--- config.mk ---
export PLATFORM = sky130hd
export DESIGN_NAME = port_bus_arbiter
export DESIGN_NICKNAME = d
export VERILOG_FILES = /design/src/rtl/port_bus_arbiter.sv
export SDC_FILE = /design/constraint.sdc
export NUM_CORES = 1
export LEC_CHECK = 0
export CORE_MARGIN = 2
export CORE_UTILIZATION = 37
export CTS_CLUSTER_DIAMETER = 50
export DETAILED_ROUTE_END_ITERATION = 7
export HOLD_SLACK_MARGIN = 0.15
export PLACE_DENSITY = 0.84
export SYNTH_ARGS = -nofsm -noshare
export SYNTH_HDL_FRONTEND = slang
export SYNTH_SLANG_ARGS = --single-unit
--- constraint.sdc ---
create_clock -name sys_clk -period 2.5 [get_ports sys_clk]
set_clock_uncertainty 0.1 [all_clocks]
set_input_delay 0.625 -clock sys_clk [delete_from_list [all_inputs] [get_ports sys_clk]]
set_output_delay 0.625 -clock sys_clk [all_outputs]
set_load 0.01 [all_outputs]
--- src/rtl/port_bus_arbiter.sv ---
// Shared tristate port arbiter for three requesters: host drive (0), counter display
// drive (1) and pad capture (2). Ownership changes always pass through a turnaround
// window with the pad drivers disabled. Round-robin selection starts after the last owner.
// Optional hold-time preemption is enabled by defining PORT_ARB_TIMEOUT_EN.
module port_bus_arbiter #(
    parameter int unsigned WIDTH       = 32,
    parameter int unsigned TURN_CYCLES = 2,
    parameter int unsigned MAX_HOLD    = 256
) (
    input  logic             sys_clk,
    input  logic             reset,
    input  logic [2:0]       req,
    input  logic [WIDTH-1:0] drv_data0,
    input  logic [WIDTH-1:0] drv_data1,
    input  logic [WIDTH-1:0] port_in,
    output logic [2:0]       grant,
    output logic [WIDTH-1:0] port_out,
    output logic             port_oe,
    output logic [WIDTH-1:0] cap_data,
    output logic             cap_valid,
    output logic             busy
);

    typedef enum logic [1:0] {StIdle, StTurn, StOwn} state_e;

    localparam logic [3:0] TurnLast = 4'(TURN_CYCLES - 1);
`ifdef PORT_ARB_TIMEOUT_EN
    localparam logic [15:0] HoldLast = 16'(MAX_HOLD - 1);
`endif

    state_e           state_q, state_d;
    logic [1:0]       owner_q, owner_d;
    logic [1:0]       last_q, last_d;
    logic [3:0]       turn_q, turn_d;
    logic [2:0]       grant_q, grant_d;
    logic [WIDTH-1:0] cap_data_q, cap_data_d;
    logic             cap_valid_q, cap_valid_d;
`ifdef PORT_ARB_TIMEOUT_EN
    logic [15:0]      hold_q, hold_d;
`endif

    // Pick the first set request searching from last+1 mod 3.
    function automatic logic [1:0] rr_pick(input logic [1:0] last, input logic [2:0] r);
        logic [1:0] c0, c1, c2;
        case (last)
            2'd0:    begin c0 = 2'd1; c1 = 2'd2; c2 = 2'd0; end
            2'd1:    begin c0 = 2'd2; c1 = 2'd0; c2 = 2'd1; end
            default: begin c0 = 2'd0; c1 = 2'd1; c2 = 2'd2; end
        endcase
        if (r[c0])      rr_pick = c0;
        else if (r[c1]) rr_pick = c1;
        else            rr_pick = c2;
    endfunction

    function automatic logic [2:0] onehot(input logic [1:0] idx);
        onehot = 3'b001 << idx;
    endfunction

    // Next-state logic: arbitration, turnaround timing and release/preemption.
    always_comb begin
        logic [2:0] others;
        logic       release_own;
        state_d     = state_q;
        owner_d     = owner_q;
        last_d      = last_q;
        turn_d      = turn_q;
`ifdef PORT_ARB_TIMEOUT_EN
        hold_d      = hold_q;
`endif
        others      = req & ~onehot(owner_q);
        release_own = 1'b0;
        case (state_q)
            StIdle: begin
                if (|req) begin
                    owner_d = rr_pick(last_q, req);
                    turn_d  = 4'd0;
                    state_d = StTurn;
                end
            end
            StTurn: begin
                if (!req[owner_q]) begin
                    // Requester withdrew before grant: no ownership recorded.
                    state_d = StIdle;
                    turn_d  = 4'd0;
                end else if (turn_q == TurnLast) begin
                    state_d = StOwn;
`ifdef PORT_ARB_TIMEOUT_EN
                    hold_d  = 16'd0;
`endif
                end else begin
                    turn_d = turn_q + 4'd1;
                end
            end
            StOwn: begin
                release_own = !req[owner_q];
`ifdef PORT_ARB_TIMEOUT_EN
                if (hold_q == HoldLast) begin
                    if (|others) release_own = 1'b1;
                end else begin
                    hold_d = hold_q + 16'd1;
                end
`endif
                if (release_own) begin
                    last_d = owner_q;
                    turn_d = 4'd0;
                    if (|others) begin
                        owner_d = rr_pick(owner_q, others);
                        state_d = StTurn;
                    end else begin
                        state_d = StIdle;
                    end
                end
            end
            default: state_d = StIdle;
        endcase
    end

    // Grant and capture next values; grant rises on the same edge that enters OWN.
    always_comb begin
        grant_d     = (state_d == StOwn) ? onehot(owner_d) : 3'b000;
        cap_valid_d = (state_q == StOwn) && (owner_q == 2'd2);
        cap_data_d  = cap_valid_d ? port_in : cap_data_q;
    end

    // State registers with synchronous active-high reset.
    always_ff @(posedge sys_clk) begin
        if (reset) begin
            state_q     <= StIdle;
            owner_q     <= 2'd0;
            last_q      <= 2'd2;
            turn_q      <= 4'd0;
            grant_q     <= 3'b000;
            cap_data_q  <= '0;
            cap_valid_q <= 1'b0;
`ifdef PORT_ARB_TIMEOUT_EN
            hold_q      <= 16'd0;
`endif
        end else begin
            state_q     <= state_d;
            owner_q     <= owner_d;
            last_q      <= last_d;
            turn_q      <= turn_d;
            grant_q     <= grant_d;
            cap_data_q  <= cap_data_d;
            cap_valid_q <= cap_valid_d;
`ifdef PORT_ARB_TIMEOUT_EN
            hold_q      <= hold_d;
`endif
        end
    end

    // Pad drive derived from registered state only, so reset kills it on the next edge.
    always_comb begin
        port_oe  = (state_q == StOwn) && (owner_q != 2'd2);
        port_out = '0;
        if (port_oe) port_out = (owner_q == 2'd0) ? drv_data0 : drv_data1;
        grant     = grant_q;
        cap_data  = cap_data_q;
        cap_valid = cap_valid_q;
        busy      = (state_q != StIdle);
    end

endmodule
==> impl_metrics.tcl <==
set metrics [dict create \
    outcome "finished, final reports clean" \
    rsz0062_at_grt "false" \
    synth_top_area_share_pct 39.5 \
    path_buf_inv 2 \
    grt_pass1_wl_um 13400 \
    avgSynthCellArea_um2 7.44 \
    ir_drop_mv 0.454 \
    hold_viol_final 0 \
    core_mm2 0.00599 \
    final_cell_mix "clkdlybuf4s50_1, nand2_1, dfxtp_1" \
    via_per_inst 5.09 \
    place_congestion 0.871 \
    first_global_vias 2843 \
    tritoncts "built" \
    vias 2843 \
    path_class "input pin to output port" \
    fmax_mhz 432 \
    post-dp-hpwl_um 6300 \
    ioPinCount 171 \
    grt_max_degree 34 \
    layout-drive-gt1-share_pct 7.25 \
    setup_viol 0 \
    end_kind "output port" \
    clk_pin_slew_worst_paths_ns 0.08 \
    die_height_um 83.4 \
    relSlewSlack_pct 71.8 \
    wirelength_um 8240 \
    drv_cap 0 \
    hold_class "flop to flop" \
    die_area_mm2 0.00695 \
    syn2layout_area_growth_pct 81.8 \
    fill_cells 501 \
    cp_cell_sequence "clkdlybuf4s50_1, a22oi_1, nor2_1, dlygate4sd2_1" \
    p_per_area_mw_per_mm2 382 \
    syn-num-nets 416 \
    root_buffer "clkbuf_8" \
    synth_cell_types 37 \
    drtPass1Iterations 4 \
    placedCellCount 551 \
    final_common_cell "clkdlybuf4s50_1" \
    portBuffers 170 \
    post_cts_buffers 0 \
    worstPathArrival_ns 1.59 \
    synth_area_leaders "dfxtp_1, nand2_1, a22oi_1" \
    worst-path-max-fanout 1 \
    drcViolationCount 0 \
    fin_util_pct 70.7 \
    syn_inst 313 \
    ctsLongestPathBuffers 2 \
    grt_antenna_before_repair 0 \
    drt_iter0_drc 135 \
    worstSkewPairLatency_ns 0.29 \
    post-route-period-util_pct 92.5 \
    path_delay_family "buffers and inverters" \
    wl_per_cell_um 14.8 \
    yosysTopAreaCell "dfxtp_1" \
    dieWidth_um 83.4 \
    htree_levels 2 \
    grt.overflow.total 0 \
    initial_core_util_pct 38.9 \
    critical-path-slowest-cell "clkdlybuf4s50_1" \
    grt_usage_pct 22.9 \
    cts-buffers-inserted 5 \
    final_antenna_net_count 0 \
    whs_ns 0.356 \
    layout.nets 586 \
    syn_area_mm2 0.00233 \
    max_stage_delay_ns 0.40 \
    synth-seq-cells 46 \
    tightestPinTransition_ns 0.421 \
    rows 28 \
    fin_cells 558 \
    period_minus_slack_ns 2.31 \
    drv_slew 0 \
    numClockSinks 46 \
    antennaDiodeCount 0 \
    seq_area_frac_synth_pct 39.5 \
    p_leak_nw 1.73 \
    synth_warnings 0 \
    required_ns 1.77 \
    crit_path_start_kind "input pin" \
]
==> worst register-to-register path, cell delays in order (launching register included) <==
cell and delay (ns):
dfxtp_1 0.38, buf_6 0.20, mux2_4 0.33, buf_4 0.15, mux2i_4 0.19, o211ai_1 0.18
xor2_1 0.17, nor4_1 0.24
==> where the power goes <==
group / internal (mW) / leakage [nW] / switching (mW)
combinational: 0.258 / 1.32 / 0.185
sequential: 0.742 / 0.371 / 0.00757
clock: 0.192 / 0.0373 / 0.235
==> logic make-up (layout without fill, tap and decap cells) <==
family / Yosys count / in the layout / synth area share [%]
flops: 46 / 46 / 39.5
fa+ha+maj: 2 / 2 / 1.07
compound gates: 86 / 86 / 23.8
simple gates: 141 / 141 / 26.2
xor+xnor: 3 / 3 / 1.13
mux: 5 / 5 / 3.11
buf+inv: 30 / 200 / 5.10
==> synthesized netlist by cell type, drive strengths merged <==
library cell,number
nand2,69
nor2,47
dfxtp,46
a21oi,37
a22oi,34
clkbuf,16
buf,9
inv,5
o21ai,5
nand3,4
nor3,4
mux2i,3
nand2b,3
nor2b,3
nor4,3
o21bai,3
xor2,3
and3,2
ha,2
mux2,2
o221ai,2
a211oi,1
and2,1
and2b,1
nand3b,1
nor3b,1
o2111ai,1
o211ai,1
o22ai,1
o31ai,1
or2,1
or2b,1
==> layer usage <==
layer	vias to the layer above	track usage (%)	wire length (µm)
met5	-	0	0
met3	22	6.96	717
met1	1278	24.4	3200
met2	139	42.2	4090
met4	0	8.35	235
li1	1404	-	-
==> flip-flops by register name, indices dropped and copies added (netlist names) <==
name / count
turn_q: 4
owner_q: 2
state_q: 2
cap_data: 32
grant: 3
cap_valid: 1
last_q: 2
==> through the flow <==
stage / power (mW) / area (µm²) / setup slack, ns / setup TNS, ns
6_report: 1.62 / 4240 / 0.187 / 0
5_1_grt: 1.70 / 4240 / 0.101 / 0
4_1_cts: 1.63 / 4230 / 0.00662 / 0
3_5_place_dp: 1.21 / 4190 / -0.102 / -1.50
3_3_place_gp: 1.20 / 4190 / -0.0921 / -1.02
2_1_floorplan: 0.958 / 2330 / 0.471 / 0
==> worst paths after layout <==
kind | from | endpoint | slack, ns | cells after the start
min | cap_data[4]$_SDFFE_PP0P_ | cap_data[4]$_SDFFE_PP0P_ | 0.36 | 2
max reg2reg | owner_q[0]$_SDFF_PP0_ | turn_q[0]$_SDFFE_PP0P_ | 0.43 | 7
max | drv_data1[24] | port_out[24] | 0.19 | 4
min reg2reg | cap_data[4]$_SDFFE_PP0P_ | cap_data[4]$_SDFFE_PP0P_ | 0.36 | 2
==> timing repair <==
action                                  in CTS  in global routing
hold buffers                                 0                  0
gates cloned                                 0                  0
endpoints found under the hold margin        0                  0
endpoints found under the setup margin      32                  1
gates resized for setup                     32                  4
==> cell type report <==
| cell class | count | area [µm²] | area share, % |
|---|---|---|---|
| Inverter | 5 | 18.8 | 0.443 |
| Multi-Input combinational cell | 237 | 1290 | 30.6 |
| Clock inverter | 1 | 7.51 | 0.177 |
| Clock buffer | 6 | 72.6 | 1.71 |
| Tap cell | 75 | 93.8 | 2.22 |
| Timing Repair Buffer | 188 | 1830 | 43.1 |
| Sequential cell | 46 | 921 | 21.7 |
No activity file was read; power rests on OpenSTA's default activity.
